File: src/rtl/muldiv_ctrl_if.sv
// HI/LO unit bundle: control-unit request/response plus divider and multiplier launch/complete.
interface muldiv_ctrl_if;
  logic        op_valid;
  logic [2:0]  op_code;
  logic [31:0] rs_val;
  logic [31:0] rt_val;
  logic        op_ready;
  logic        stall;
  logic        busy;

  logic        div_start;
  logic [31:0] div_dividend;
  logic [31:0] div_divisor;
  logic        div_done;
  logic [31:0] div_hi;
  logic [31:0] div_lo;

  logic        mult_start;
  logic [31:0] mult_a;
  logic [31:0] mult_b;
  logic        mult_done;
  logic [31:0] mult_hi;
  logic [31:0] mult_lo;

  logic [31:0] hi_out;
  logic [31:0] lo_out;
  logic [31:0] rd_data;
  logic        rd_valid;
  logic        dz_exc;
  logic        to_err;

  // master: the surrounding core (control unit plus the arithmetic units)
  modport master (
    output op_valid, op_code, rs_val, rt_val,
    output div_done, div_hi, div_lo,
    output mult_done, mult_hi, mult_lo,
    input  op_ready, stall, busy,
    input  div_start, div_dividend, div_divisor,
    input  mult_start, mult_a, mult_b,
    input  hi_out, lo_out, rd_data, rd_valid, dz_exc, to_err
  );

  modport slave (
    input  op_valid, op_code, rs_val, rt_val,
    input  div_done, div_hi, div_lo,
    input  mult_done, mult_hi, mult_lo,
    output op_ready, stall, busy,
    output div_start, div_dividend, div_divisor,
    output mult_start, mult_a, mult_b,
    output hi_out, lo_out, rd_data, rd_valid, dz_exc, to_err
  );
endinterface

File: src/rtl/muldiv_ctrl.sv
// HI/LO sequencer: owns HI/LO, launches divider/multiplier, stalls issue while either runs,
// traps divide-by-zero and aborts a hung unit via a watchdog.
module muldiv_ctrl #(
  parameter int TIMEOUT = 40,
  parameter int CNT_W   = 6
) (
  input  logic          clock,
  input  logic          reset,
  muldiv_ctrl_if.slave  bus
);

  localparam logic [2:0] OP_MULT = 3'd0;
  localparam logic [2:0] OP_DIV  = 3'd1;
  localparam logic [2:0] OP_MFHI = 3'd2;
  localparam logic [2:0] OP_MFLO = 3'd3;
  localparam logic [2:0] OP_MTHI = 3'd4;
  localparam logic [2:0] OP_MTLO = 3'd5;

  localparam logic [CNT_W-1:0] WDOG_LAST = CNT_W'(TIMEOUT - 1);

  typedef enum logic [1:0] {
    IDLE      = 2'd0,
    WAIT_DIV  = 2'd1,
    WAIT_MULT = 2'd2
  } state_t;

  state_t           state;
  logic [CNT_W-1:0] wdog;
  logic [31:0]      hi;
  logic [31:0]      lo;
  logic [31:0]      rd_data;
  logic             rd_valid;
  logic             div_start;
  logic             mult_start;
  logic             dz_exc;
  logic             to_err;
  logic [31:0]      div_dividend;
  logic [31:0]      div_divisor;
  logic [31:0]      mult_a;
  logic [31:0]      mult_b;

  logic             accept;
  logic             unit_done;
  logic [31:0]      unit_hi;
  logic [31:0]      unit_lo;

  assign accept = bus.op_valid && (state == IDLE);

  // Only the unit we are waiting on may complete the operation.
  always_comb begin
    unit_done = 1'b0;
    unit_hi   = 32'd0;
    unit_lo   = 32'd0;
    case (state)
      WAIT_DIV: begin
        unit_done = bus.div_done;
        unit_hi   = bus.div_hi;
        unit_lo   = bus.div_lo;
      end
      WAIT_MULT: begin
        unit_done = bus.mult_done;
        unit_hi   = bus.mult_hi;
        unit_lo   = bus.mult_lo;
      end
      default: ;
    endcase
  end

  always_ff @(posedge clock) begin
    if (!reset) begin
      state        <= IDLE;
      wdog         <= '0;
      hi           <= 32'd0;
      lo           <= 32'd0;
      rd_data      <= 32'd0;
      rd_valid     <= 1'b0;
      div_start    <= 1'b0;
      mult_start   <= 1'b0;
      dz_exc       <= 1'b0;
      to_err       <= 1'b0;
      div_dividend <= 32'd0;
      div_divisor  <= 32'd0;
      mult_a       <= 32'd0;
      mult_b       <= 32'd0;
    end else begin
      rd_valid   <= 1'b0;
      div_start  <= 1'b0;
      mult_start <= 1'b0;
      dz_exc     <= 1'b0;
      to_err     <= 1'b0;

      case (state)
        IDLE: begin
          if (accept) begin
            case (bus.op_code)
              OP_MTHI: hi <= bus.rs_val;
              OP_MTLO: lo <= bus.rs_val;
              OP_MFHI: begin
                rd_data  <= hi;
                rd_valid <= 1'b1;
              end
              OP_MFLO: begin
                rd_data  <= lo;
                rd_valid <= 1'b1;
              end
              OP_DIV: begin
                if (bus.rt_val == 32'd0) begin
                  dz_exc <= 1'b1;
                end else begin
                  div_dividend <= bus.rs_val;
                  div_divisor  <= bus.rt_val;
                  div_start    <= 1'b1;
                  wdog         <= '0;
                  state        <= WAIT_DIV;
                end
              end
              OP_MULT: begin
                mult_a     <= bus.rs_val;
                mult_b     <= bus.rt_val;
                mult_start <= 1'b1;
                wdog       <= '0;
                state      <= WAIT_MULT;
              end
              default: ;
            endcase
          end
        end

        WAIT_DIV, WAIT_MULT: begin
          // A done seen with wdog==0 is left over from the previous operation.
          if (unit_done && (wdog != '0)) begin
            hi    <= unit_hi;
            lo    <= unit_lo;
            wdog  <= '0;
            state <= IDLE;
          end else if (wdog == WDOG_LAST) begin
            to_err <= 1'b1;
            wdog   <= '0;
            state  <= IDLE;
          end else begin
            wdog <= wdog + CNT_W'(1);
          end
        end

        default: begin
          wdog  <= '0;
          state <= IDLE;
        end
      endcase
    end
  end

  assign bus.op_ready     = (state == IDLE);
  assign bus.stall        = bus.op_valid && (state != IDLE);
  assign bus.busy         = (state != IDLE);
  assign bus.div_start    = div_start;
  assign bus.div_dividend = div_dividend;
  assign bus.div_divisor  = div_divisor;
  assign bus.mult_start   = mult_start;
  assign bus.mult_a       = mult_a;
  assign bus.mult_b       = mult_b;
  assign bus.hi_out       = hi;
  assign bus.lo_out       = lo;
  assign bus.rd_data      = rd_data;
  assign bus.rd_valid     = rd_valid;
  assign bus.dz_exc       = dz_exc;
  assign bus.to_err       = to_err;

endmodule

File: src/flat_wrapper.sv
// flat-port wrapper written by rule: the top's interface ports become plain ports
module muldiv_ctrl_flat 
#(
  parameter int TIMEOUT = 40,
  parameter int CNT_W   = 6
)
  (clock, reset, bus_op_valid, bus_op_code, bus_rs_val, bus_rt_val, bus_div_done, bus_div_hi, bus_div_lo, bus_mult_done, bus_mult_hi, bus_mult_lo, bus_op_ready, bus_stall, bus_busy, bus_div_start, bus_div_dividend, bus_div_divisor, bus_mult_start, bus_mult_a, bus_mult_b, bus_hi_out, bus_lo_out, bus_rd_data, bus_rd_valid, bus_dz_exc, bus_to_err);
  muldiv_ctrl_if bus_i ();
  input  logic clock;
  input  logic reset;
  input wire logic [$bits(bus_i.op_valid)-1:0] bus_op_valid;
  input wire logic [$bits(bus_i.op_code)-1:0] bus_op_code;
  input wire logic [$bits(bus_i.rs_val)-1:0] bus_rs_val;
  input wire logic [$bits(bus_i.rt_val)-1:0] bus_rt_val;
  input wire logic [$bits(bus_i.div_done)-1:0] bus_div_done;
  input wire logic [$bits(bus_i.div_hi)-1:0] bus_div_hi;
  input wire logic [$bits(bus_i.div_lo)-1:0] bus_div_lo;
  input wire logic [$bits(bus_i.mult_done)-1:0] bus_mult_done;
  input wire logic [$bits(bus_i.mult_hi)-1:0] bus_mult_hi;
  input wire logic [$bits(bus_i.mult_lo)-1:0] bus_mult_lo;
  output wire logic [$bits(bus_i.op_ready)-1:0] bus_op_ready;
  output wire logic [$bits(bus_i.stall)-1:0] bus_stall;
  output wire logic [$bits(bus_i.busy)-1:0] bus_busy;
  output wire logic [$bits(bus_i.div_start)-1:0] bus_div_start;
  output wire logic [$bits(bus_i.div_dividend)-1:0] bus_div_dividend;
  output wire logic [$bits(bus_i.div_divisor)-1:0] bus_div_divisor;
  output wire logic [$bits(bus_i.mult_start)-1:0] bus_mult_start;
  output wire logic [$bits(bus_i.mult_a)-1:0] bus_mult_a;
  output wire logic [$bits(bus_i.mult_b)-1:0] bus_mult_b;
  output wire logic [$bits(bus_i.hi_out)-1:0] bus_hi_out;
  output wire logic [$bits(bus_i.lo_out)-1:0] bus_lo_out;
  output wire logic [$bits(bus_i.rd_data)-1:0] bus_rd_data;
  output wire logic [$bits(bus_i.rd_valid)-1:0] bus_rd_valid;
  output wire logic [$bits(bus_i.dz_exc)-1:0] bus_dz_exc;
  output wire logic [$bits(bus_i.to_err)-1:0] bus_to_err;
  assign bus_i.op_valid = bus_op_valid;
  assign bus_i.op_code = bus_op_code;
  assign bus_i.rs_val = bus_rs_val;
  assign bus_i.rt_val = bus_rt_val;
  assign bus_i.div_done = bus_div_done;
  assign bus_i.div_hi = bus_div_hi;
  assign bus_i.div_lo = bus_div_lo;
  assign bus_i.mult_done = bus_mult_done;
  assign bus_i.mult_hi = bus_mult_hi;
  assign bus_i.mult_lo = bus_mult_lo;
  assign bus_op_ready = bus_i.op_ready;
  assign bus_stall = bus_i.stall;
  assign bus_busy = bus_i.busy;
  assign bus_div_start = bus_i.div_start;
  assign bus_div_dividend = bus_i.div_dividend;
  assign bus_div_divisor = bus_i.div_divisor;
  assign bus_mult_start = bus_i.mult_start;
  assign bus_mult_a = bus_i.mult_a;
  assign bus_mult_b = bus_i.mult_b;
  assign bus_hi_out = bus_i.hi_out;
  assign bus_lo_out = bus_i.lo_out;
  assign bus_rd_data = bus_i.rd_data;
  assign bus_rd_valid = bus_i.rd_valid;
  assign bus_dz_exc = bus_i.dz_exc;
  assign bus_to_err = bus_i.to_err;
  muldiv_ctrl #(.TIMEOUT(TIMEOUT), .CNT_W(CNT_W)) u_core (.clock(clock), .reset(reset), .bus(bus_i));
endmodule
File: config.mk
export PLATFORM = sky130hd
export DESIGN_NAME = muldiv_ctrl_flat
export DESIGN_NICKNAME = d
export VERILOG_FILES = /design/src/rtl/muldiv_ctrl_if.sv /design/src/rtl/muldiv_ctrl.sv /design/src/flat_wrapper.sv
export SDC_FILE = /design/constraint.sdc
export NUM_CORES = 1
export LEC_CHECK = 0
export ABC_AREA = 1
export BUFFER_PORTS_ARGS = -buffer_cell sky130_fd_sc_hd__buf_2
export CORE_ASPECT_RATIO = 0.6
export CORE_MARGIN = 2
export CORE_UTILIZATION = 35
export CTS_CLUSTER_DIAMETER = 100
export CTS_CLUSTER_SIZE = 16
export DETAILED_ROUTE_END_ITERATION = 6
export GPL_ROUTABILITY_DRIVEN = 0
export PLACE_DENSITY = 0.62
export SYNTH_ARGS = -nofsm -noshare
export SYNTH_HDL_FRONTEND = slang
export SYNTH_SLANG_ARGS = --single-unit
File: constraint.sdc
create_clock -name clock -period 2.4 [get_ports clock]
set_clock_uncertainty 0.2 [all_clocks]
set_input_delay 0.36 -clock clock [delete_from_list [all_inputs] [get_ports clock]]
set_output_delay 0.36 -clock clock [all_outputs]
set_load 0.02 [all_outputs]
==> results of run 1 <==
## kinds of logic after synthesis
group / share of synthesized area
compound gates: 0.219
simple gates: 0.222
xor+xnor: 0.000848
buf+inv: 0.0930
flops: 0.459
fa+ha+maj: 0.00606
## sequential cells by signal, indices dropped and copies added, names as in the netlist
register                 count
u_core.wdog                  6
u_core.bus.mult_a           32
u_core.state                 2
u_core.bus.rd_valid          1
u_core.bus.mult_b           32
u_core.bus.div_divisor      32
u_core.bus.dz_exc            1
u_core.bus.div_dividend     32
u_core.bus.mult_start        1
u_core.bus.to_err            1
u_core.bus.hi_out           32
u_core.bus.rd_data          32
u_core.bus.div_start         1
u_core.bus.lo_out           32
## power by group through the flow
stage          logic [W]  clock network [W]  registers [W]
6_report         0.00598            0.00282        0.00499
5_1_grt          0.00662            0.00304        0.00507
4_1_cts          0.00600            0.00293        0.00500
3_5_place_dp     0.00590                  0        0.00509
3_3_place_gp     0.00584                  0        0.00507
2_1_floorplan    0.00344                  0        0.00569
## metal layers
layer / vias to the layer above / share of wire / wire, microns / GRT usage
met5: - / 0 / 0 / 0
met4: 0 / 0.031 / 1130 / 0.0740
met3: 68 / 0.057 / 2080 / 0.0410
met2: 352 / 0.47 / 17400 / 0.388
met1: 4967 / 0.44 / 16100 / 0.292
li1: 5559 / - / - / -
## metrics by stage
step / hold WS (ns) / util
detailed placement: 0.232 / 0.444
global placement: 0.228 / 0.444
floorplan: 0.239 / -
global route: 0.0904 / 0.484
CTS: 0.0452 / 0.484
finish: 0.0670 / 0.484
## repair_timing
action,CTS,global route
hold buffers,68,0
resized for setup,0,2
endpoints found under the setup margin,0,3
endpoints found under the hold margin,149,0
## synth_stat cells, drive strengths merged
cell type  count  area share
clkinv         1     0.00036
nor3           5      0.0040
inv          117       0.043
buf           58       0.033
nand2        238       0.087
dfxtp        237        0.46
nand4          5      0.0030
a22o          64       0.054
a31oi         32       0.019
nand3         12      0.0058
nor2         329        0.12
a21oi        133       0.065
ha             5      0.0061
nor4           2      0.0012
o21ai        162       0.079
clkbuf        46       0.017
o21a           2      0.0015
xor2           1     0.00085
## area by class of cell
type | instances | area (sq um) | area share
inverter | 118 | 443 | 0.0317
clock buffer | 19 | 475 | 0.0340
timing repair buffer | 520 | 3160 | 0.226
tap | 400 | 500 | 0.0358
antenna | 2 | 5.00 | 0.000358
clock inverter | 1 | 5.00 | 0.000358
sequential | 237 | 4740 | 0.339
multi-input combinational | 990 | 4660 | 0.333
## worst paths after layout
path	startpoint	to	slack, ns	cells past startpoint
max	bus_rt_val[27]	u_core.bus.div_divisor[3]$_SDFFE_PN0P_	0.15	13
min	bus_op_code[1]	u_core.bus.dz_exc$_SDFF_PN0_	0.07	4
max reg2reg	u_core.state[0]$_SDFFE_PN0P_	u_core.bus.hi_out[9]$_SDFFE_PN0P_	0.26	11
min reg2reg	u_core.bus.mult_b[1]$_SDFFE_PN0P_	u_core.bus.mult_b[1]$_SDFFE_PN0P_	0.24	2
## worst min-delay path: stages
cell,delay (ns)
buf_2,0.14
nor2_4,0.06
nand2_1,0.11
nor4_1,0.06
==> impl_metrics.toml, run 1 <==
[run_status]
outcome = "completed"

[place]
dp_hpwl_microns = 26600
io_buffer_count = 431
place_ws_ns = 0.172
placed_area_sq_um = 12800
dp_cells = 2197

[global_route]
grt_max_degree = 92
antenna_found_initial = 2
grtUsageTotal = 0.227
grt_pass1_wl_microns = 55600
grt_pass1_vias = 10100
overflow = 0

[timing]
rsz0062_at_grt = "no"
fin_crit_sh = 0.939
period_needed_ns = 2.25
setup_viol = 0
drv_slew = 0
setup_tns_ns = 0
fmax_mhz = 444
fin_ws_ns = 0.146
tightestPinTransition_ns = 0.443
finalHoldViolations = 0
slew_headroom = 0.704

[layout]
final_cell_area_sq_um = 14000
layout_commonest_cell = "buf_2"
area.growth.synth_to_final_pct = 35.5
final_cell_mix = "buf_2 (430), nor2_1 (327), dfxtp_1 (237)"
final_cells = 2287
layout-drive-gt1-share = 0.260
fillers = 2851
fin_nets = 2090

[drt]
ant_nets = 0
dr.pass1.iters = 5
vias = 10900
drcViolationCount = 0
routed_wl_microns = 36700
wl_per_cell_microns = 16.0
drt_iter0_markers = 679
drt-vias-per-instance = 4.79

[clock_network]
cts-htree-levels = 1
cts_buffers = 18
clock-sinks = 237
cts_tree = "yes"
clockRootBuffer = "clkbuf_16"
cts_max_path_buffers = 3
path_clk_slew_ns = 0.07
cts_setup_buffers = 0
clkLatencyLatePin_ns = 0.50

[synth]
syn-instance-count = 1449
ys_ff_latch = 237
syn-num-nets = 1654
yosysSeqAreaShare = 0.459
avgSynthCellArea_sq_um = 7.13
ys_types = 30
yosys_warnings = 0
synthesis.area_sq_um = 10300

[power]
switching_share = 0.417
power_frac_seq = 0.362
vdd_ir_drop_max_uv = 562
leakagePower_nw = 6.58
power_w = 0.0138
pwr-share-comb = 0.433
p_int_w = 0.00804
clkPwrFrac = 0.205
p_per_area_nw_per_um2 = 986
p_sw_w = 0.00576

[worst_setup_path]
crit_buf_inv = 5
crit_path_cell_trace = "dlygate4sd3_1 > buf_2 > nor2_1 > nand2_1 > nor2_1 > nand2_1 > nor2_4 > inv_2 > nand2_2 > inv_2 > buf_12 > nor2_1 > nor2_1"
cpMostUsedCell = "nor2_1"
cp_max_fo = 62
cpLargestDelayFamily = "simple AND/OR/NAND/NOR gates"
critPathMaxStageDelay_ns = 0.53
worstSetupPathType = "in2reg"
critPathArrivalTime_ns = 2.45
startpoint_type = "input pin"
critPathCaptureType = "flip-flop"
critPathSlowestCell = "dlygate4sd3_1"
crit_required_ns = 2.59

[floorplan]
core_area_sq_um = 28900
start_util = 0.358
ios = 432
fp.dieH_microns = 137
die_w_microns = 226
die_area_sq_um = 30900
rows = 48

[run]
max_cap_viol_count = 0

[min_path]
holdCritPathClass = "in2reg"
Note: power is estimated with default switching activity, not from simulation.
==> inputs of run 2 (changes only) <==
==> constraint.sdc (replaced) <==
create_clock -name clock -period 2.4 [get_ports clock]
set_clock_uncertainty 0.2 [all_clocks]
set_input_delay 0.48 -clock clock [delete_from_list [all_inputs] [get_ports clock]]
set_output_delay 0.48 -clock clock [all_outputs]
set_load 0.02 [all_outputs]
==> impl_metrics.toml, run 2 (synthesis results as in run 1) <==
[clock_network]
cts_setup_buffers = 0
cts_tree = "yes"
cts_max_path_buffers = 3
path_clk_slew_ns = 0.08
hold_buffers = 0
cts_buffers = 18
clkLatencyLatePin_ns = 0.51
cts-htree-levels = 1
clock-sinks = 237
ctsResizeCount = 0
clockRootBuffer = "clkbuf_16"

[drt]
drt-vias-per-instance = 4.80
dr.pass1.iters = 5
ant_nets = 0
wl_per_cell_microns = 16.3
vias = 10700
routed_wl_microns = 36100
drt_iter0_markers = 710
drcViolationCount = 0

[worst_setup_path]
crit_required_ns = 1.72
crit_path_cell_trace = "inv_1 > ha_4 > inv_1 > buf_2"
cp_max_fo = 8
crit_buf_inv = 3
critPathMaxStageDelay_ns = 0.34
cpLargestDelayFamily = "buffers and inverters"
critPathCaptureType = "output port"
cpMostUsedCell = "inv_1"
startpoint_type = "flip-flop"
critPathSlowestCell = "dfxtp_1"
rrSetupSlack_ns = 0.21
worstSetupPathType = "reg2out"
critPathArrivalTime_ns = 1.55

[place]
placed_area_sq_um = 12900
dp_hpwl_microns = 26900
io_buffer_count = 431

[layout]
final_cell_mix = "buf_2 (430), nor2_1 (327), dfxtp_1 (237)"
area.growth.synth_to_final_pct = 29.3
layout-drive-gt1-share = 0.271
fin_nets = 2026
final_cell_area_sq_um = 13400
layout_commonest_cell = "buf_2"

[timing]
slew_headroom = 0.714
period_needed_ns = 2.23
fin_crit_sh = 0.928
fmax_mhz = 449
finalHoldViolations = 0
tightestPinTransition_ns = 0.429
setup_tns_ns = 0
rsz0062_at_grt = "no"
setup_viol = 0
drv_slew = 0

[power]
vdd_ir_drop_max_uv = 687
leakagePower_nw = 6.33
p_per_area_nw_per_um2 = 1030

[global_route]
overflow = 0
antenna_found_initial = 2
grt_pass1_vias = 9614
grt_pass1_wl_microns = 53900
grtUsageTotal = 0.222
grt_max_degree = 76

[floorplan]
ios = 432
rows = 48
start_util = 0.358
die_area_sq_um = 30900
die_w_microns = 226
core_area_sq_um = 28900
fp.dieH_microns = 137

[run_status]
outcome = "completed"

[min_path]
holdCritPathClass = "in2reg"

[run]
max_cap_viol_count = 0
-- run 2: changes by cell type in the layout (fill, tap and decap cells not counted), sizes merged --
cell         previous run  this run
dlygate4sd3            68         0
diode                   2         1
buf                   452       456
-- run 2: through the flow --
stage / total power (W) / worst slack (ns) / utilization / hold slack, ns / cells
after floorplan: 0.00913 / 0.378 / - / 0.264 / 1449
after global placement: 0.0110 / 0.112 / 0.446 / 0.228 / 2201
after detailed placement: 0.0110 / 0.0625 / 0.446 / 0.231 / 2201
after CTS: 0.0139 / 0.136 / 0.462 / 0.0162 / 2221
after global routing: 0.0147 / 0.0364 / 0.462 / 0.0419 / 2221
final: 0.0137 / 0.174 / 0.462 / 0.0423 / 2222
-- run 2: layout make-up --
| class | instances | area, sq um |
|---|---|---|
| multi-input cells | 990 | 4650 |
| fillers | 2961 | 15500 |
| diodes | 1 | 2.50 |
| flip-flops and latches | 237 | 4740 |
| clock inverters | 1 | 5.00 |
| repair buffers | 456 | 2540 |
| well taps | 400 | 500 |
| inverters | 118 | 443 |
| clock buffers | 19 | 475 |
-- run 2: power by group --
part | switching, W | internal (W) | total (W)
Sequential | 0.000450 | 0.00455 | 0.00500
Combinational | 0.00389 | 0.00203 | 0.00592
Clock | 0.00141 | 0.00141 | 0.00282
-- run 2: final timing paths --
check,end,from,depth (start not counted)
worst min-delay path,u_core.bus.div_dividend[4]$_SDFFE_PN0P_,bus_rs_val[4],3
worst max register to register,u_core.bus.lo_out[26]$_SDFFE_PN0P_,u_core.state[1]$_SDFFE_PN0P_,11
worst min register to register,u_core.bus.mult_b[23]$_SDFFE_PN0P_,u_core.bus.mult_b[23]$_SDFFE_PN0P_,2
worst max-delay path,bus_busy,u_core.state[0]$_SDFFE_PN0P_,4
-- run 2: worst reg2reg max path: stages, from the launching register on --
cell,delay [ns]
dfxtp_1,0.34
inv_1,0.10
ha_4,0.32
inv_2,0.06
a21oi_2,0.12
nand2_2,0.11
o21ai_2,0.09
o21a_2,0.20
buf_4,0.32
nand2_1,0.11
nand2_1,0.07
nor2_1,0.04
-- run 2: routing by layer --
layer | global-route usage | vias to the layer above | wire length, microns
met4 | 0.0563 | 2 | 926
met3 | 0.0498 | 52 | 2630
met1 | 0.290 | 4830 | 15800
met5 | 0 | - | 8
li1 | - | 5426 | -
met2 | 0.371 | 360 | 16800
